<file path="src/rtl/led_blink_bank_pkg.sv">
// Shared types for the LED blinker bank: channel modes, the per-channel config
// record and the config-port channel-index width.
package led_bank_pkg;

  typedef enum logic [1:0] {LM_OFF, LM_ON, LM_BLINK, LM_PWM} led_mode_t;

  // Config values are carried at a fixed width so one struct serves every
  // CNT_W; the unused upper bits are tied to zero at the write port.
  localparam int VAL_W = 32;

  typedef struct packed {
    led_mode_t        mode;
    logic [VAL_W-1:0] val;
  } led_cfg_t;

  // One extra MSB beyond what NCH needs, so out-of-range writes are visible.
  function automatic int ch_width(input int nch);
    return ((nch > 1) ? $clog2(nch) : 1) + 1;
  endfunction

endpackage

</file>
<file path="src/rtl/led_blink_bank_if.sv">
// Single-cycle config write port of the LED bank, with its ack/err responses.
interface led_blink_bank_if
  import led_bank_pkg::*;
#(
  parameter int NCH   = 8,
  parameter int CNT_W = 8
);
  localparam int CH_W = ch_width(NCH);

  logic             cfg_we;
  logic [CH_W-1:0]  cfg_ch;
  led_mode_t        cfg_mode;
  logic [CNT_W-1:0] cfg_val;
  logic             cfg_ack;
  logic             cfg_err;

  modport master (output cfg_we, cfg_ch, cfg_mode, cfg_val, input cfg_ack, cfg_err);
  modport slave  (input cfg_we, cfg_ch, cfg_mode, cfg_val, output cfg_ack, cfg_err);
endinterface

</file>
<file path="src/rtl/led_channel.sv">
// One LED driver: holds its mode/value, the BLINK tick counter and the
// registered LED output.
module led_channel
  import led_bank_pkg::*;
#(
  parameter int CNT_W = 8,
  parameter int PWM_W = 4
) (
  input  logic             sys_clk,
  input  logic             sys_rst,
  input  logic             tick,
  input  logic [PWM_W-1:0] pwm_cnt,
  input  logic             wr,
  input  led_cfg_t         wr_cfg,
  input  logic             sync,
  output logic             led
);

  led_cfg_t         cfg_q;
  logic [CNT_W-1:0] cnt_q;
  logic [VAL_W-1:0] limit;
  logic             wrap;
  logic             pwm_on;
  logic             wr_pwm_on;

  // NOTE: every signal written here gets a value on every path, starting with
  // these defaults, so no latch can be inferred.
  always_comb begin
    limit     = '0;
    wrap      = 1'b0;
    pwm_on    = 1'b0;
    wr_pwm_on = 1'b0;
    // val=0 behaves as val=1: the half-period is never shorter than one tick.
    if (cfg_q.val != '0) limit = cfg_q.val - VAL_W'(1);
    wrap      = (VAL_W'(cnt_q) == limit);
    pwm_on    = (pwm_cnt < cfg_q.val[PWM_W-1:0]);
    wr_pwm_on = (pwm_cnt < wr_cfg.val[PWM_W-1:0]);
  end

  // NOTE: the config registers are a handful of flops, not a memory, so they
  // take the async reset like everything else and come up as OFF with val=1.
  always_ff @(posedge sys_clk or posedge sys_rst) begin
    if (sys_rst) begin
      cfg_q <= '{mode: LM_OFF, val: VAL_W'(1)};
      cnt_q <= '0;
      led   <= 1'b0;
    end else if (wr) begin
      // A write takes priority over a tick or sync in the same cycle.
      cfg_q <= wr_cfg;
      cnt_q <= '0;
      led   <= (wr_cfg.mode == LM_ON) || ((wr_cfg.mode == LM_PWM) && wr_pwm_on);
    end else begin
      // NOTE: non-blocking assignments for all state, so every flop samples
      // the values from before this edge.
      case (cfg_q.mode)
        LM_OFF: led <= 1'b0;
        LM_ON:  led <= 1'b1;
        LM_PWM: led <= pwm_on;
        LM_BLINK: begin
          if (sync) begin
            cnt_q <= '0;
            led   <= 1'b0;
          end else if (tick) begin
            if (wrap) begin
              cnt_q <= '0;
              led   <= ~led;
            end else begin
              cnt_q <= cnt_q + CNT_W'(1);
            end
          end
        end
        default: led <= 1'b0;
      endcase
    end
  end

endmodule

</file>
<file path="src/rtl/led_blink_bank.sv">
// Bank of NCH LED drivers sharing one tick prescaler and one PWM counter,
// configured through a single-cycle write port.
module led_blink_bank
  import led_bank_pkg::*;
#(
  parameter int NCH      = 8,
  parameter int PRESCALE = 100000,
  parameter int CNT_W    = 8,
  parameter int PWM_W    = 4
) (
  input  logic             sys_clk,
  input  logic             sys_rst,
  led_blink_bank_if.slave  cfg,
  input  logic             sync_in,
  output logic             tick,
  output logic [NCH-1:0]   led
);

  localparam int PS_W = (PRESCALE > 1) ? $clog2(PRESCALE) : 1;

  logic [PS_W-1:0]  presc_q;
  logic [PWM_W-1:0] pwm_q;
  logic             presc_end;
  logic             ch_ok;
  led_cfg_t         wr_cfg;

  always_comb begin
    presc_end = (presc_q == PS_W'(PRESCALE - 1));
    ch_ok     = (int'(cfg.cfg_ch) < NCH);
    wr_cfg    = '{mode: cfg.cfg_mode, val: VAL_W'(cfg.cfg_val)};
  end

  // sync_in restarts both shared counters and swallows the tick due next.
  always_ff @(posedge sys_clk or posedge sys_rst) begin
    if (sys_rst) begin
      presc_q <= '0;
      pwm_q   <= '0;
      tick    <= 1'b0;
    end else begin
      tick    <= presc_end && !sync_in;
      presc_q <= (sync_in || presc_end) ? '0 : presc_q + PS_W'(1);
      pwm_q   <= sync_in ? '0 : pwm_q + PWM_W'(1);
    end
  end

  always_ff @(posedge sys_clk or posedge sys_rst) begin
    if (sys_rst) begin
      cfg.cfg_ack <= 1'b0;
      cfg.cfg_err <= 1'b0;
    end else begin
      cfg.cfg_ack <= cfg.cfg_we && ch_ok;
      cfg.cfg_err <= cfg.cfg_we && !ch_ok;
    end
  end

  for (genvar i = 0; i < NCH; i++) begin : g_ch
    led_channel #(
      .CNT_W (CNT_W),
      .PWM_W (PWM_W)
    ) u_ch (
      .sys_clk (sys_clk),
      .sys_rst (sys_rst),
      .tick    (tick),
      .pwm_cnt (pwm_q),
      .wr      (cfg.cfg_we && (int'(cfg.cfg_ch) == i)),
      .wr_cfg  (wr_cfg),
      .sync    (sync_in),
      .led     (led[i])
    );
  end

endmodule
</file>
<file path="src/flat_wrapper.sv">
// flat-port wrapper written by rule: the top's interface ports become plain ports
module led_blink_bank_flat import led_bank_pkg::*;
#(
  parameter int NCH      = 8,
  parameter int PRESCALE = 100000,
  parameter int CNT_W    = 8,
  parameter int PWM_W    = 4
)
  (sys_clk, sys_rst, sync_in, tick, led, cfg_cfg_we, cfg_cfg_ch, cfg_cfg_mode, cfg_cfg_val, cfg_cfg_ack, cfg_cfg_err);
  led_blink_bank_if #(.NCH(NCH), .CNT_W(CNT_W)) cfg_i ();
  input  logic sys_clk;
  input  logic sys_rst;
  input  logic sync_in;
  output logic tick;
  output logic [NCH-1:0] led;
  input wire logic [$bits(cfg_i.cfg_we)-1:0] cfg_cfg_we;
  input wire logic [$bits(cfg_i.cfg_ch)-1:0] cfg_cfg_ch;
  input wire logic [$bits(cfg_i.cfg_mode)-1:0] cfg_cfg_mode;
  input wire logic [$bits(cfg_i.cfg_val)-1:0] cfg_cfg_val;
  output wire logic [$bits(cfg_i.cfg_ack)-1:0] cfg_cfg_ack;
  output wire logic [$bits(cfg_i.cfg_err)-1:0] cfg_cfg_err;
  assign cfg_i.cfg_we = cfg_cfg_we;
  assign cfg_i.cfg_ch = cfg_cfg_ch;
  assign cfg_i.cfg_mode = cfg_cfg_mode;
  assign cfg_i.cfg_val = cfg_cfg_val;
  assign cfg_cfg_ack = cfg_i.cfg_ack;
  assign cfg_cfg_err = cfg_i.cfg_err;
  led_blink_bank #(.NCH(NCH), .PRESCALE(PRESCALE), .CNT_W(CNT_W), .PWM_W(PWM_W)) u_core (.sys_clk(sys_clk), .sys_rst(sys_rst), .cfg(cfg_i), .sync_in(sync_in), .tick(tick), .led(led));
endmodule
</file>
<file path="config.mk">
export PLATFORM = sky130hd
export DESIGN_NAME = led_blink_bank_flat
export DESIGN_NICKNAME = d
export VERILOG_FILES = /design/src/rtl/led_blink_bank_pkg.sv /design/src/rtl/led_blink_bank_if.sv /design/src/rtl/led_channel.sv /design/src/rtl/led_blink_bank.sv /design/src/flat_wrapper.sv
export SDC_FILE = /design/constraint.sdc
export NUM_CORES = 1
export LEC_CHECK = 0
export CAP_MARGIN = 20
export CORE_MARGIN = 4
export CORE_UTILIZATION = 48
export CTS_CLUSTER_DIAMETER = 80
export DETAILED_ROUTE_END_ITERATION = 8
export SETUP_SLACK_MARGIN = 0.02
export SKIP_CTS_REPAIR_TIMING = 1
export SKIP_LAST_GASP = 1
export SYNTH_ARGS = -nofsm -noshare
export SYNTH_HDL_FRONTEND = slang
export SYNTH_HIERARCHICAL = 1
export SYNTH_SLANG_ARGS = --single-unit
</file>
<file path="constraint.sdc">
create_clock -name sys_clk -period 3.75 [get_ports sys_clk]
set_input_delay 0.9375 -clock sys_clk [delete_from_list [all_inputs] [get_ports sys_clk]]
set_output_delay 0.9375 -clock sys_clk [all_outputs]
set_load 0.03 [all_outputs]
</file>
Word level (Yosys, flattened, before mapping)
Cells that the tools add are included.

cells by class
  reduce and logical (&&, ||, !) cells = 65
  multiplexer cells = 90
  add/sub/neg operators = 18
  eq/ne operators = 58
  order comparisons = 10
  bitwise operators = 8

operator list
  operator               count
  $mux 8                 40
  $eq 8x32->1            8
  $mux 32                8
  $reduce_bool 32->1     8
  $sub 8x1->9 const B    8
  $add 8x1->8 const B    8
  $lt 4x4->1             9
  $eq 2x2->1 const B     17
  $mux 1                 32
  $ne 4x3->1 const B     8
  $ne 4x4->1 const B     8
  $pmux 1 s4             8
  $reduce_and 2->1       16
  $reduce_bool 3->1      8
  $eq 2x1->1 const B     9
  $add 17x1->17 const B  1
  $eq 17x17->1 const B   1
  $mux 17                1
  $eq 4x4->1 const B     4
  $logic_not 2->1        8
  $reduce_bool 2->1      8
  $logic_and 1x1->1      12
  $eq 4x3->1 const B     2
  $not 1->1              8
  other kinds (7)        9

storage, ports and cells
  output and inout port bits = 11
  logic and storage cells = 286
  register bits after elaboration = 176
  input bits = 18

Depth between registers and ports, before layout
Gate-level depths: netlist (run 1).

  word-level depth = 8
  depth in mapped cells = 11
  gate-level depth less buffers = 10

Hierarchy
The synthesis (run 1) kept the hierarchy.

by module, submodules not included
  module                                  times used  cells each  sequential area each (µm²)  area each (µm²)
  led_channel at u_core.g_ch[0].u_ch ...  7           276         1,077.3                     2,715.1
  led_channel at u_core.g_ch[7].u_ch      1           264         1,077.3                     2,660.1
  led_blink_bank                          1           118         600.6                       1,176.1

Least setup slack after synthesis (run 1)
No wires, ideal clock.

  kind = flip-flop to flip-flop
  start = register u_core/g_ch[0].u_ch/cfg_q[5] in the netlist's numbering
  end = register u_core.g_ch[0].u_ch.cnt_q[0]
  path slack = 0.318 ns
  required time = 3.615 ns
  setup time = 0.135 ns
  period minus slack after synthesis = 3.432 ns
  cell stages (with the launch flop) = 10
  arrival = 3.297 ns
  path through = dfrtp_1 buf_2 or4_4 or4_4 or4_1 xnor2_1 or4_1 o31a_1 o21ai_2 o21ai_0

between the ends
  longest elaborated chain between the ends = 8
  elaborated cells on any way between the ends = 9
  those cells by class = add/sub (1); eq/ne (1); mux (6); reduce/logical (1)

RTL lines
  what                                               line               source
  start: declaration                                 led_channel.sv:19  led_cfg_t cfg_q;
  start signal: assignment                           led_channel.sv:44  cfg_q <= '{mode: LM_OFF, val: VAL_W'(1)};
  start signal: assignment                           led_channel.sv:49  cfg_q <= wr_cfg;
  $sub 8x1->9 or $reduce_bool 32->1 (tied branches)  led_channel.sv:34  if (cfg_q.val != '0) limit = cfg_q.val - VAL_W'(1);
  $mux 32 *                                          led_channel.sv:34
  $eq 8x32->1 *                                      led_channel.sv:35  wrap = (VAL_W'(cnt_q) == limit);
  $mux 8 *                                           led_channel.sv:64  if (wrap) begin
  $mux 8 *                                           led_channel.sv:63  end else if (tick) begin
  $mux 8 *                                           led_channel.sv:60  if (sync) begin
  $mux 8 *                                           led_channel.sv:55  case (cfg_q.mode)
  $mux 8 *                                           led_channel.sv:47  end else if (wr) begin
  end signal: assignment                             led_channel.sv:68  cnt_q <= cnt_q + CNT_W'(1);
  end: declaration                                   led_channel.sv:20  logic [CNT_W-1:0] cnt_q;

Every way passes the cells marked *; elsewhere a longest branch is shown, timed or not. The select of a mux whose other input is x is not followed.
A chain may end at the register's enable or synchronous reset.

Worst setup path in the final report (run 1)
  start = register u_core/g_ch[1].u_ch/cfg_q[6] in the netlist's numbering
  end = register u_core.g_ch[1].u_ch.cnt_q[0]

between the ends
  longest elaborated chain between the ends = 8
  elaborated cells on any way between the ends = 9
  those cells by class = add/sub (1); eq/ne (1); mux (6); reduce/logical (1)

RTL lines
  what                                               line
  start: declaration                                 led_channel.sv:19
  start signal: assignment                           led_channel.sv:44
  start signal: assignment                           led_channel.sv:49
  $sub 8x1->9 or $reduce_bool 32->1 (tied branches)  led_channel.sv:34
  $mux 32 *                                          led_channel.sv:34
  $eq 8x32->1 *                                      led_channel.sv:35
  $mux 8 *                                           led_channel.sv:64
  $mux 8 *                                           led_channel.sv:63
  $mux 8 *                                           led_channel.sv:60
  $mux 8 *                                           led_channel.sv:55
  $mux 8 *                                           led_channel.sv:47
  end signal: assignment                             led_channel.sv:68
  end: declaration                                   led_channel.sv:20

Marked as above.

==> run summary, run 1 <==
Dividing the detail-routed wire length by the instance count gives 17.6 um. Clock-pin slew was measured on the worst setup and hold paths at 0.06 ns. Of the total power, the clock network draws 29.7%. Summed over all layers, the routed wires come to 56300 um. The pin slew with the least headroom to its limit is 1.06 ns. The number of iterations in the first detailed-routing pass is 5. The remaining design rule violation count came out at 0.

STA classifies the critical path endpoint as a flop. The number of max-slew violations in the final report is 0. By area the synthesized netlist is led by sky130_fd_sc_hd__dfrtp_1 39%, sky130_fd_sc_hd__mux2_2 11%, sky130_fd_sc_hd__ha_1 3.6%.

The number of warnings issued by yosys came out at 6. The worst-case hold slack came out at 0.483 ns. The all-layer global routing usage came out at 22.1%. The number of antenna violations at the first check in global routing is 3. The buffer depth of the longest clock path came out at 3.

29 I/O pins were placed. Internal power comes to 0.00944 W. The number of enable flip-flop cells after synthesis is 0. The remaining global-route overflow came out at 0. The share of total power dissipated in combinational logic is 28.4%. The top cell type's share of synthesized area is 39.4%. The floorplan step defined a die boundary enclosing 51100 um^2. The die is 226 um tall. Clock tree synthesis inserted a total of 43 buffers. After layout, the design draws a total of 0.0143 W. The time the worst path needs with I/O delays and setup is 3.58 ns. The post-detailed-placement cell area came out at 24900 um^2. Setup repair after global routing left no endpoint under its margin. The fmax is 279 MHz. The layout net count is 2638. The critical path is of the flop to flop type. The worst hold-check path type is flop to flop.

The count of final hold-check violations was 0. The required arrival time at the worst endpoint came out at 4.19 ns. The setup TNS came out at 0 ns. The die extent in x is 226 um. The mapped cell area came out at 22800 um^2. The total clock sinks is 368. The global-route wire length before repair came out at 93800 um. The cell count after synthesis came out at 2314. The number of distinct standard cells referenced by the synthesized netlist is 73. The flow ran to the end, and the final reports show no timing, DRC or antenna violations. The power density of the placed cells came out at 540 nW/um^2. The maximum fanout count along the critical path is 8. The switching power is 0.00484 W.

The core region area is 46800 um^2. The proportion of synthesized chip area in sequential cells is 40.4%. The area added between synthesis and finish is 15.7%. The number of standard-cell rows in the floorplan came out at 79. In the routed layout, each cell is associated on average with a via count of 5.84. The count of nets left with antenna violations after detail routing is 0. The tree is rooted in a sky130_fd_sc_hd__clkbuf_16.

The pin count of the biggest net entering global routing is 45. The highest ir drop seen on vdd came out at 0.322 mV. At the later pin of the worst-skew pair, clock insertion delay measures 0.58 ns. The final weighted congestion of routability-driven global placement came out at 0.861. STA classifies the critical path startpoint as a flop. The tool flagged a number of max-cap violations equal to 0. The sequential group share of total power came out at 42.0%. The per-instance average area after synthesis came out at 9.87 um^2. After routing the design area is 26400 um^2. The total via count after detailed routing is 18666. The post-route clock period utilization is 95.5%. Data arrives at the worst endpoint at 4.02 ns.

The synthesis-stage register bit count came out at 368. The DRC marker count from the first detailed-route iteration came out at 1218. Of the total power, the share spent switching nets is 33.9%.

TritonCTS built the clock tree. The final design utilization came out at 56.5%. The cell leakage power is 11.0 nW. The worst slew slack as a fraction of its limit is 29.1%. The HPWL reported at the end of detailed placement is 38700 um. The proportion of layout cells with a drive suffix above 1 is 18.2%. The initial core utilization is 48.9%.

The number of I/O port buffers is 28. The via count of the first global-routing pass came out at 18152. In this run the number of H-tree levels came out at 2.

For this run, the leading register cell type out of synthesis is sky130_fd_sc_hd__dfrtp_1. The share of flip-flops with an asynchronous set or reset after synthesis came out at 100%. The synthesized design spends more area on one cell type than any other, namely sky130_fd_sc_hd__dfrtp_1.

The worst setup skew after layout is 0.0135 ns. Setup violations remaining at the end of the flow were counted as 0.
==> cell families after synthesis <==
group	share of synthesized area (%)
fa+ha+maj	3.62
compound gates	11.8
xor+xnor	6.89
other cells	0.0164
flops	40.4
mux	11.5
buf+inv	3.64
simple gates	22.2
==> area by class of cell <==
class                      count  area (um^2)
fill                        4098        20300
timing repair buffer         123         1070
antenna                        1         2.50
multi-input combinational   1924        13600
sequential                   368         9220
clock buffer                  67         1290
inverter                      94          353
tap                          607          759
clock inverter                11          135
==> sequential cells by signal (all words and copies together) (netlist names) <==
register and cells:
u_core/presc_q 17, u_core/tick 1, u_core/g_ch.u_ch/led 8, u_core/g_ch.u_ch/cfg_q 272, u_core/cfg.cfg_err 1, u_core/pwm_q 4
u_core/cfg.cfg_ack 1, u_core/g_ch.u_ch/cnt_q 64
==> layer usage <==
metal	global-route usage [%]	vias up	wire [um]
met5	0	-	21
met4	7.40	4	1530
li1	-	8942	-
met2	36.0	407	26200
met1	30.4	9211	26000
met3	3.59	102	2560
==> placed cells by master, fill, tap and decap left out, types with 37 or more instances in the layout <==
cell type and n:
sky130_fd_sc_hd__nor4_1 54, sky130_fd_sc_hd__o21ai_0 86, sky130_fd_sc_hd__buf_4 89, sky130_fd_sc_hd__conb_1 192, sky130_fd_sc_hd__nand2_1 106, sky130_fd_sc_hd__nand4_1 85, sky130_fd_sc_hd__or3_1 52, sky130_fd_sc_hd__nand2b_1 37
sky130_fd_sc_hd__xnor2_1 88, sky130_fd_sc_hd__nor2_1 139, sky130_fd_sc_hd__a21oi_1 101, sky130_fd_sc_hd__dfrtp_1 360, sky130_fd_sc_hd__nor3_1 84, sky130_fd_sc_hd__inv_1 87, sky130_fd_sc_hd__mux2_2 233, sky130_fd_sc_hd__clkbuf_16 45
sky130_fd_sc_hd__nand3_1 76, sky130_fd_sc_hd__or4_1 72, sky130_fd_sc_hd__ha_1 66, sky130_fd_sc_hd__xor2_1 53
==> Yosys cell counts, types with 9 or more instances <==
cell,count
sky130_fd_sc_hd__dfrtp_1,360
sky130_fd_sc_hd__mux2_2,233
sky130_fd_sc_hd__nor2_1,145
sky130_fd_sc_hd__nand2_1,106
sky130_fd_sc_hd__a21oi_1,101
sky130_fd_sc_hd__inv_1,94
sky130_fd_sc_hd__clkbuf_1,93
sky130_fd_sc_hd__xnor2_1,88
sky130_fd_sc_hd__nor3_1,86
sky130_fd_sc_hd__o21ai_0,86
sky130_fd_sc_hd__nand4_1,85
sky130_fd_sc_hd__nand3_1,76
sky130_fd_sc_hd__or4_1,72
sky130_fd_sc_hd__ha_1,66
sky130_fd_sc_hd__nor4_1,54
sky130_fd_sc_hd__xor2_1,53
sky130_fd_sc_hd__or3_1,52
sky130_fd_sc_hd__nand2b_1,37
sky130_fd_sc_hd__nor2b_1,28
sky130_fd_sc_hd__a21o_1,23
sky130_fd_sc_hd__a32oi_1,16
sky130_fd_sc_hd__nand4b_1,16
sky130_fd_sc_hd__o2111ai_1,16
sky130_fd_sc_hd__o31ai_1,16
sky130_fd_sc_hd__or2_2,16
sky130_fd_sc_hd__buf_1,15
sky130_fd_sc_hd__nor4b_1,15
sky130_fd_sc_hd__o22ai_1,15
sky130_fd_sc_hd__o31a_1,15
sky130_fd_sc_hd__or4_4,15
sky130_fd_sc_hd__xnor3_1,15
sky130_fd_sc_hd__a211o_1,14
sky130_fd_sc_hd__a211oi_1,14
sky130_fd_sc_hd__a21boi_0,14
sky130_fd_sc_hd__nand3b_1,10
sky130_fd_sc_hd__o21a_1,10
sky130_fd_sc_hd__o41ai_1,10
sky130_fd_sc_hd__a31oi_1,9
sky130_fd_sc_hd__and2_1,9
==> critical path, stage by stage (launching register included) <==
cell	delay, ns
sky130_fd_sc_hd__dfrtp_1	0.45
sky130_fd_sc_hd__or4_4	0.55
sky130_fd_sc_hd__or4_4	0.57
sky130_fd_sc_hd__or4_1	0.50
sky130_fd_sc_hd__xnor2_1	0.14
sky130_fd_sc_hd__or4_1	0.43
sky130_fd_sc_hd__o31a_1	0.39
sky130_fd_sc_hd__o21ai_4	0.29
sky130_fd_sc_hd__o21ai_0	0.14
==> path summary, 6_finish.rpt <==
kind                                         startpoint                             to  slack, ns  cells past startpoint
max                        u_core/g_ch[1].u_ch/cfg_q[6]   u_core/g_ch[1].u_ch/cnt_q[0]       0.17                      8
min                                   u_core/presc_q[0]              u_core/presc_q[0]       0.48                      1
max reg2reg                u_core/g_ch[1].u_ch/cfg_q[6]   u_core/g_ch[1].u_ch/cnt_q[0]       0.17                      8
min reg2reg                           u_core/presc_q[0]              u_core/presc_q[0]       0.48                      1
max in group asynchronous                       sys_rst  u_core/g_ch[6].u_ch/cfg_q[30]       1.99                      4
min in group asynchronous                       sys_rst   u_core/g_ch[5].u_ch/cfg_q[7]       0.95                      2
==> power groups by stage <==
stage	Clock [W]	Combinational, W	Sequential, W
2_1_floorplan	0	0.00316	0.00568
3_3_place_gp	0	0.00389	0.00599
3_5_place_dp	0	0.00401	0.00604
4_1_cts	0.00438	0.00404	0.00598
5_1_grt	0.00453	0.00454	0.00615
6_report	0.00424	0.00405	0.00599
==> per-stage QoR <==
step                std cells  worst slack, ns
global placement         3115            0.202
global route             3194           0.0380
CTS                      3193            0.118
finish                   3195            0.170
floorplan                2505            0.318
detailed placement       3115            0.125
Power figures use the tool's default switching activity.
==> run 2: changes to the inputs <==
--- a/config.mk
+++ b/config.mk
@@ -7,7 +7,7 @@
 export LEC_CHECK = 0
 export CAP_MARGIN = 20
 export CORE_MARGIN = 4
-export CORE_UTILIZATION = 48
+export CORE_UTILIZATION = 35
 export CTS_CLUSTER_DIAMETER = 80
 export DETAILED_ROUTE_END_ITERATION = 8
 export SETUP_SLACK_MARGIN = 0.02
==> run 2 against run 1 <==
Against the previous run: global-route usage shrank 6.0 points; die area grew 36%; clock-buffer cell count grew 1; cell area grew 1.5%; via count grew 0.18%; register-to-register slack lost 0.03 ns; highest routed layer unchanged; combinational power is essentially flat; critical path type unchanged; critical path depth is the same; non-clock buffer count is the same; sequential share of layout area shrank 0.53 points; largest cell class unchanged; largest power group unchanged.
==> run summary, run 2 (synthesis gave the netlist of run 1 again) <==
The die extent in x came out at 263 um. The setup TNS came out at 0 ns. The number of flip-flops in the largest register is 272.

In this run the critical register-to-register path is launched from u_core/g_ch[5].u_ch/cfg_q[6]. The initialized floorplan defines 93 standard-cell rows. The number of I/O port buffers is 28.

The critical path arrival came out at 4.05 ns. STA puts the critical path data required time at 4.19 ns. The buffer depth of the longest clock path came out at 3. The routed via count divided by cell count is 5.42. Summed over all nets, the half-perimeter wirelength after detailed placement is 39900 um.

The number of iterations in the first detailed-routing pass came out at 8. The worst setup path is captured at a flop. The pin count of the biggest net entering global routing is 45. The pin slew with the least headroom to its limit is 1.00 ns.

Setup repair after global routing left no endpoint under its margin. The number of antenna violations at the first check in global routing came out at 4. The area growth from synthesis to layout is 17.5%.

Measured on the finished design, the core utilization comes to 41.6%. The post-route clock period utilization is 96.4%. The count of cells along the worst hold path is 1.

The endpoint of the worst hold-timing path is u_core/presc_q[0]. The DRC marker count from the first detailed-route iteration is 1306. The time the worst path needs with I/O delays and setup is 3.61 ns. The worst setup path is launched from a flop.

In this run the number of H-tree levels came out at 2. In this run the critical register-to-register path is captured at u_core/g_ch[5].u_ch/cnt_q[0]. The worst hold-check path type is flop to flop. The global-route wire length before repair is 95200 um. The final weighted congestion of routability-driven global placement came out at 0.873. The critical path is of the flop to flop type. The startpoint identified for the worst hold timing path is u_core/presc_q[0]. The number of max-slew violations in the final report is 0. The die is 263 um tall. The layout net count came out at 2640.

The average routed wire per standard cell came out at 16.5 um. Buffers inserted during clock tree synthesis total 45. The via count of the first global-routing pass is 18536. The maximum fanout count along the critical path is 8. TritonCTS built the clock tree. The top cell types in the final layout, fill and taps aside, are 360 x sky130_fd_sc_hd__dfrtp_1, 233 x sky130_fd_sc_hd__mux2_2, 192 x sky130_fd_sc_hd__conb_1, 139 x sky130_fd_sc_hd__nor2_1, 106 x sky130_fd_sc_hd__nand2_1.

The count of boundary I/O pins is 29. The core region area came out at 64600 um^2. For the final database, setup skew stands at 0.0165 ns. The full die area came out at 69400 um^2. The worst reg-to-reg setup slack is 0.14 ns. The register with the most flip-flops in the final layout is u_core/g_ch.u_ch/cfg_q.

The number of max-cap violations is 0. Setup violations remaining at the end of the flow were counted as 0. The root buffer cell is sky130_fd_sc_hd__clkbuf_16. The worst-case hold slack came out at 0.484 ns.

Global routing used 16.2% of the available tracks. The run finished with clean final reports. The count of final hold-check violations is 0. The worst slew slack as a fraction of its limit is 32.9%. For this block, the via count after detailed routing is 18699. The post-detailed-placement cell area came out at 25300 um^2.

The power density of the placed cells came out at 539 nW/um^2. The clock latency of the later-clocked register in the worst-skew pair is 0.58 ns. Wires add up to 56800 um. The proportion of layout cells with a drive suffix above 1 is 18.7%. The remaining global-route overflow is 0.

The count of nets left with antenna violations after detail routing came out at 0. The initial core utilization came out at 35.4%. The fmax is 277 MHz. The cell leakage power came out at 11.0 nW.

The most common cell after layout, fill and taps aside is sky130_fd_sc_hd__dfrtp_1. For the worst flop-to-flop path, the logic depth is 8. The largest registers in the layout are u_core/g_ch.u_ch/cfg_q: 272 flops, u_core/g_ch.u_ch/cnt_q: 64 flops, u_core/presc_q: 17 flops.

Counting every sink on the clock net gives 368. The remaining design rule violation count is 0. The clock-pin slew of the registers on the worst-case setup and hold paths is 0.05 ns.

The highest ir drop seen on vdd came out at 0.273 mV. The final instance area is 26800 um^2.
-- run 2: how the worst max path moves through the flow --
stage	from	endpoint	slack [ns]	cells after the start
floorplan	u_core/g_ch[0].u_ch/cfg_q[5]	u_core/g_ch[0].u_ch/cnt_q[0]	0.32	9
global route	u_core/g_ch[5].u_ch/cfg_q[6]	u_core/g_ch[5].u_ch/cnt_q[0]	0.02	8
global placement	u_core/g_ch[1].u_ch/cfg_q[6]	u_core/g_ch[1].u_ch/cnt_q[0]	0.20	8
finish	u_core/g_ch[5].u_ch/cfg_q[6]	u_core/g_ch[5].u_ch/cnt_q[0]	0.14	8
detailed placement	u_core/g_ch[1].u_ch/cfg_q[6]	u_core/g_ch[1].u_ch/cnt_q[1]	0.14	8
CTS	u_core/g_ch[6].u_ch/cfg_q[6]	u_core/g_ch[6].u_ch/cnt_q[0]	0.13	8
-- run 2: layout make-up --
| class | instances | area, um^2 |
|---|---|---|
| multi-input cells | 1924 | 13600 |
| inverters | 94 | 353 |
| repair buffers | 123 | 1060 |
| clock buffers | 68 | 1360 |
| flip-flops and latches | 368 | 9220 |
| well taps | 855 | 1070 |
| diodes | 1 | 2.50 |
| fillers | 6195 | 37700 |
| clock inverters | 16 | 165 |
-- run 2: per-layer routing --
layer / vias up / GRT usage [%] / part of all wire, %
li1: 8935 / - / -
met1: 9260 / 21.8 / 46
met5: - / 0 / 0.021
met3: 99 / 2.69 / 4.5
met4: 2 / 5.34 / 2.5
met2: 403 / 26.6 / 47
-- run 2: power breakdown --
group	switching (W)	internal (W)	total, W
logic	0.00202	0.00200	0.00402
registers	0.00114	0.00487	0.00601
clock network	0.00173	0.00270	0.00443
total	0.00490	0.00957	0.0145
-- run 2: metrics by stage --
step	total power, W	instances	setup WS [ns]
after floorplan	0.00885	2505	0.318
after global placement	0.00985	3363	0.201
after detailed placement	0.0100	3364	0.145
after CTS	0.0146	3448	0.127
after global routing	0.0154	3448	0.0212
final	0.0145	3449	0.136
-- run 2: critical path: stages (launching register included) --
cell and delay [ns]:
sky130_fd_sc_hd__dfrtp_1 0.45, sky130_fd_sc_hd__or4_4 0.55, sky130_fd_sc_hd__or4_4 0.57, sky130_fd_sc_hd__or4_1 0.50, sky130_fd_sc_hd__xnor2_1 0.14, sky130_fd_sc_hd__or4_1 0.39, sky130_fd_sc_hd__o31a_1 0.37, sky130_fd_sc_hd__o21ai_2 0.35
sky130_fd_sc_hd__o21ai_0 0.15
==> run 3: changes to the inputs <==
--- a/config.mk
+++ b/config.mk
@@ -8,8 +8,9 @@
 export CAP_MARGIN = 20
 export CORE_MARGIN = 4
 export CORE_UTILIZATION = 35
-export CTS_CLUSTER_DIAMETER = 80
+export CTS_CLUSTER_DIAMETER = 50
 export DETAILED_ROUTE_END_ITERATION = 8
+export DONT_BUFFER_PORTS = 1
 export SETUP_SLACK_MARGIN = 0.02
 export SKIP_CTS_REPAIR_TIMING = 1
 export SKIP_LAST_GASP = 1
==> constraint.sdc (replaced) <==
create_clock -name sys_clk -period 4.6 [get_ports sys_clk]
set_input_delay 1.15 -clock sys_clk [delete_from_list [all_inputs] [get_ports sys_clk]]
set_output_delay 1.15 -clock sys_clk [all_outputs]
set_load 0.03 [all_outputs]
==> run 3 against run 2 <==
Against the previous run: non-clock buffer count decreased by 94; setup slack improved by 0.71 ns; register-to-register slack improved by 0.71 ns; sequential power decreased by 16%; global-route usage decreased by 0.61 points; critical path depth unchanged; routed wire length decreased by 2.6%; critical endpoint is now u_core/g_ch[1].u_ch/cnt_q[0].
==> run summary, run 3 (synthesis gave the netlist of run 1 again) <==
The flow ran to the end, and the final reports show no timing, DRC or antenna violations. The first detailed-routing pass ran for 5 iterations. The total buffers and inverters traversed by the critical path is 0. The worst reg-to-reg setup slack is 0.84 ns. The full die area is 69400 um^2. The library cell contributing the largest single delay on the critical path is sky130_fd_sc_hd__or4_4.

The routed wire length is 55300 um. The power density of the placed cells came out at 456 nW/um^2. The multi-input combinational cells in the finished layout cover a total of 13600 um^2.

The worst setup path is captured at a flop. The pin slew with the least headroom to its limit is 1.06 ns. The startpoint identified for the worst register-to-register timing path is u_core/g_ch[1].u_ch/cfg_q[4]. The largest registers in the layout are u_core/g_ch.u_ch/cfg_q: 272 flops, u_core/g_ch.u_ch/cnt_q: 64 flops, u_core/presc_q: 17 flops. For this run, design rule violations remaining after detail routing come to 0. The worst setup skew after layout came out at 0.0264 ns. The post-route clock period utilization came out at 81.6%.

On the critical path the largest part of the delay comes from simple AND/OR/NAND/NOR gates. The cell leakage power came out at 10.7 nW. The routed via count divided by cell count came out at 5.40.

The tree built by TritonCTS fans out to 368 sinks. The cell-internal power is 0.00792 W. Max-cap violations in this run came to 0.

Static timing analysis puts the maximum clock frequency at 266 MHz. The final route contains 18147 vias. The average routed wire per standard cell is 16.5 um. The number of standard-cell rows in the floorplan came out at 93. The highest ir drop seen on vdd is 0.247 mV. The TritonCTS clock tree is yes.

0 antenna diodes ended up in the layout. The sequential group share of total power came out at 42.1%. The path class of the tightest hold or removal check is input pin to asynchronous set/reset pin.

The count of boundary I/O pins is 29. The final weighted congestion of routability-driven global placement came out at 0.875. The layout has 6292 filler cells. The clock passes through at most 3 buffers. The first global-routing pass estimated 92000 um of wire. Of all nets on the critical path, the largest fanout is 11. The number of max-slew violations in the final report came out at 0. At the worst endpoint, the arrival time is 4.20 ns. The worst setup path is of the flop to flop kind.

The final setup violation count came out at 0. CTS built an H-tree with a depth of 2. After clock tree synthesis, the clock-pin slew on the worst setup and hold paths is 0.06 ns. Once the floorplan was initialized, standard cells occupied 35.4% of the core. The number of antenna violations at the first check in global routing came out at 3.

The DRC marker count from the first detailed-route iteration came out at 1301. The switching power came out at 0.00401 W. Headroom to the max-slew limit came out at 29.1%.

The area added between synthesis and finish came out at 14.5%. Of the cells placed in the final design, the portion with a size suffix greater than 1 is 16.9%. The register cell area after layout is 9220 um^2.

After routing, the total negative slack on setup checks comes to 0 ns. For this run, the total global-route usage over all layers was measured as 15.6%. For the worst flop-to-flop path, the logic depth is 8.

Per report_power, the clock group accounts for 33.3% of the total. The worst setup path is launched from a flop. Leaving out fill and tap cells, the most frequent cell in the layout is sky130_fd_sc_hd__dfrtp_1.

The count of final hold-check violations is 0. The library cells used most frequently in the layout, excluding fill and tap cells, are 360 x sky130_fd_sc_hd__dfrtp_1, 233 x sky130_fd_sc_hd__mux2_2, 192 x sky130_fd_sc_hd__conb_1, 139 x sky130_fd_sc_hd__nor2_1, 106 x sky130_fd_sc_hd__nand2_1. The signal on the critical path passes through or4_4, or4_4, or4_1, xnor2_1, or4_1, o31a_1, o21ai_2, o21ai_0. The number of I/O port buffers came out at 0.

The detail route stage leaves a number of antenna-violating nets equal to 0. Clock tree synthesis selected as its root buffer the cell sky130_fd_sc_hd__clkbuf_16. The layout net count came out at 2551. The via count of the first global-routing pass came out at 17888. The time the worst path needs with I/O delays and setup came out at 3.76 ns. In this run the critical register-to-register path is captured at u_core/g_ch[1].u_ch/cnt_q[0]. Setup repair after global routing left no endpoint under its margin. The floorplan step defined a core boundary enclosing 64600 um^2.

The number of flip-flops in the largest register is 272. Entering global routing, the biggest net connects 44 pins. The fraction of power spent switching nets came out at 33.6%.

The clock latency of the later-clocked register in the worst-skew pair came out at 0.60 ns. The combinational power share came out at 24.6%. The required arrival time at the worst endpoint came out at 5.04 ns. The placement-stage worst setup slack came out at 0.877 ns. For this run, the slowest stage of the critical path takes 0.61 ns. The vertical extent of the die came out at 263 um. The remaining global-route overflow came out at 0. Counting flops per register, the top entry is u_core/g_ch.u_ch/cfg_q. The HPWL after detailed placement is 38500 um. Setup slack closes at 0.844 ns. The die extent in x is 263 um. Clock tree synthesis inserted a total of 50 buffers.
-- run 3: per-stage QoR --
stage	cells	power, W	instance area, um^2	hold WS (ns)	utilization [%]
global route	3362	0.0127	26200	0.341	40.5
detailed placement	3268	0.00797	24400	0.482	37.8
floorplan	2505	0.00721	23600	0.443	-
finish	3362	0.0119	26200	0.361	40.5
CTS	3360	0.0121	26100	0.489	40.5
global placement	3268	0.00783	24400	0.464	37.8
-- run 3: metal layers --
| metal | global-route usage (%) | vias up | share of wire, % |
|---|---|---|---|
| met1 | 20.7 | 8941 | 45 |
| met5 | 0 | - | 0.023 |
| met2 | 25.7 | 373 | 47 |
| met3 | 3.56 | 82 | 5.5 |
| met4 | 4.00 | 2 | 2.1 |
| li1 | - | 8749 | - |
-- run 3: area by class of cell --
| type | count | share of cell area [%] |
|---|---|---|
| Tap cell | 855 | 4.09 |
| Clock buffer | 64 | 5.26 |
| Inverter | 94 | 1.35 |
| Sequential cell | 368 | 35.2 |
| Timing Repair Buffer | 29 | 0.909 |
| Clock inverter | 28 | 1.31 |
| Multi-Input combinational cell | 1924 | 51.8 |
-- run 3: worst max path at each step --
stage	to	depth (start not counted)	startpoint	slack [ns]
final	u_core/g_ch[1].u_ch/cnt_q[0]	8	u_core/g_ch[1].u_ch/cfg_q[4]	0.84
after global routing	u_core/g_ch[2].u_ch/cnt_q[0]	10	u_core/g_ch[2].u_ch/cfg_q[1]	0.63
after CTS	u_core/g_ch[1].u_ch/cnt_q[0]	8	u_core/g_ch[1].u_ch/cfg_q[4]	0.84
after detailed placement	u_core/g_ch[1].u_ch/cnt_q[0]	8	u_core/g_ch[1].u_ch/cfg_q[4]	0.88
after global placement	u_core/g_ch[1].u_ch/cnt_q[0]	8	u_core/g_ch[1].u_ch/cfg_q[4]	0.97
after floorplan	u_core/g_ch[0].u_ch/cnt_q[0]	9	u_core/g_ch[0].u_ch/cfg_q[5]	1.17
-- run 3: power groups by stage --
stage / registers, W / clock network, W / logic (W)
5_1_grt: 0.00517 / 0.00424 / 0.00330
6_report: 0.00503 / 0.00398 / 0.00293
4_1_cts: 0.00502 / 0.00412 / 0.00292
2_1_floorplan: 0.00463 / 0 / 0.00258
3_3_place_gp: 0.00501 / 0 / 0.00281
3_5_place_dp: 0.00507 / 0 / 0.00291
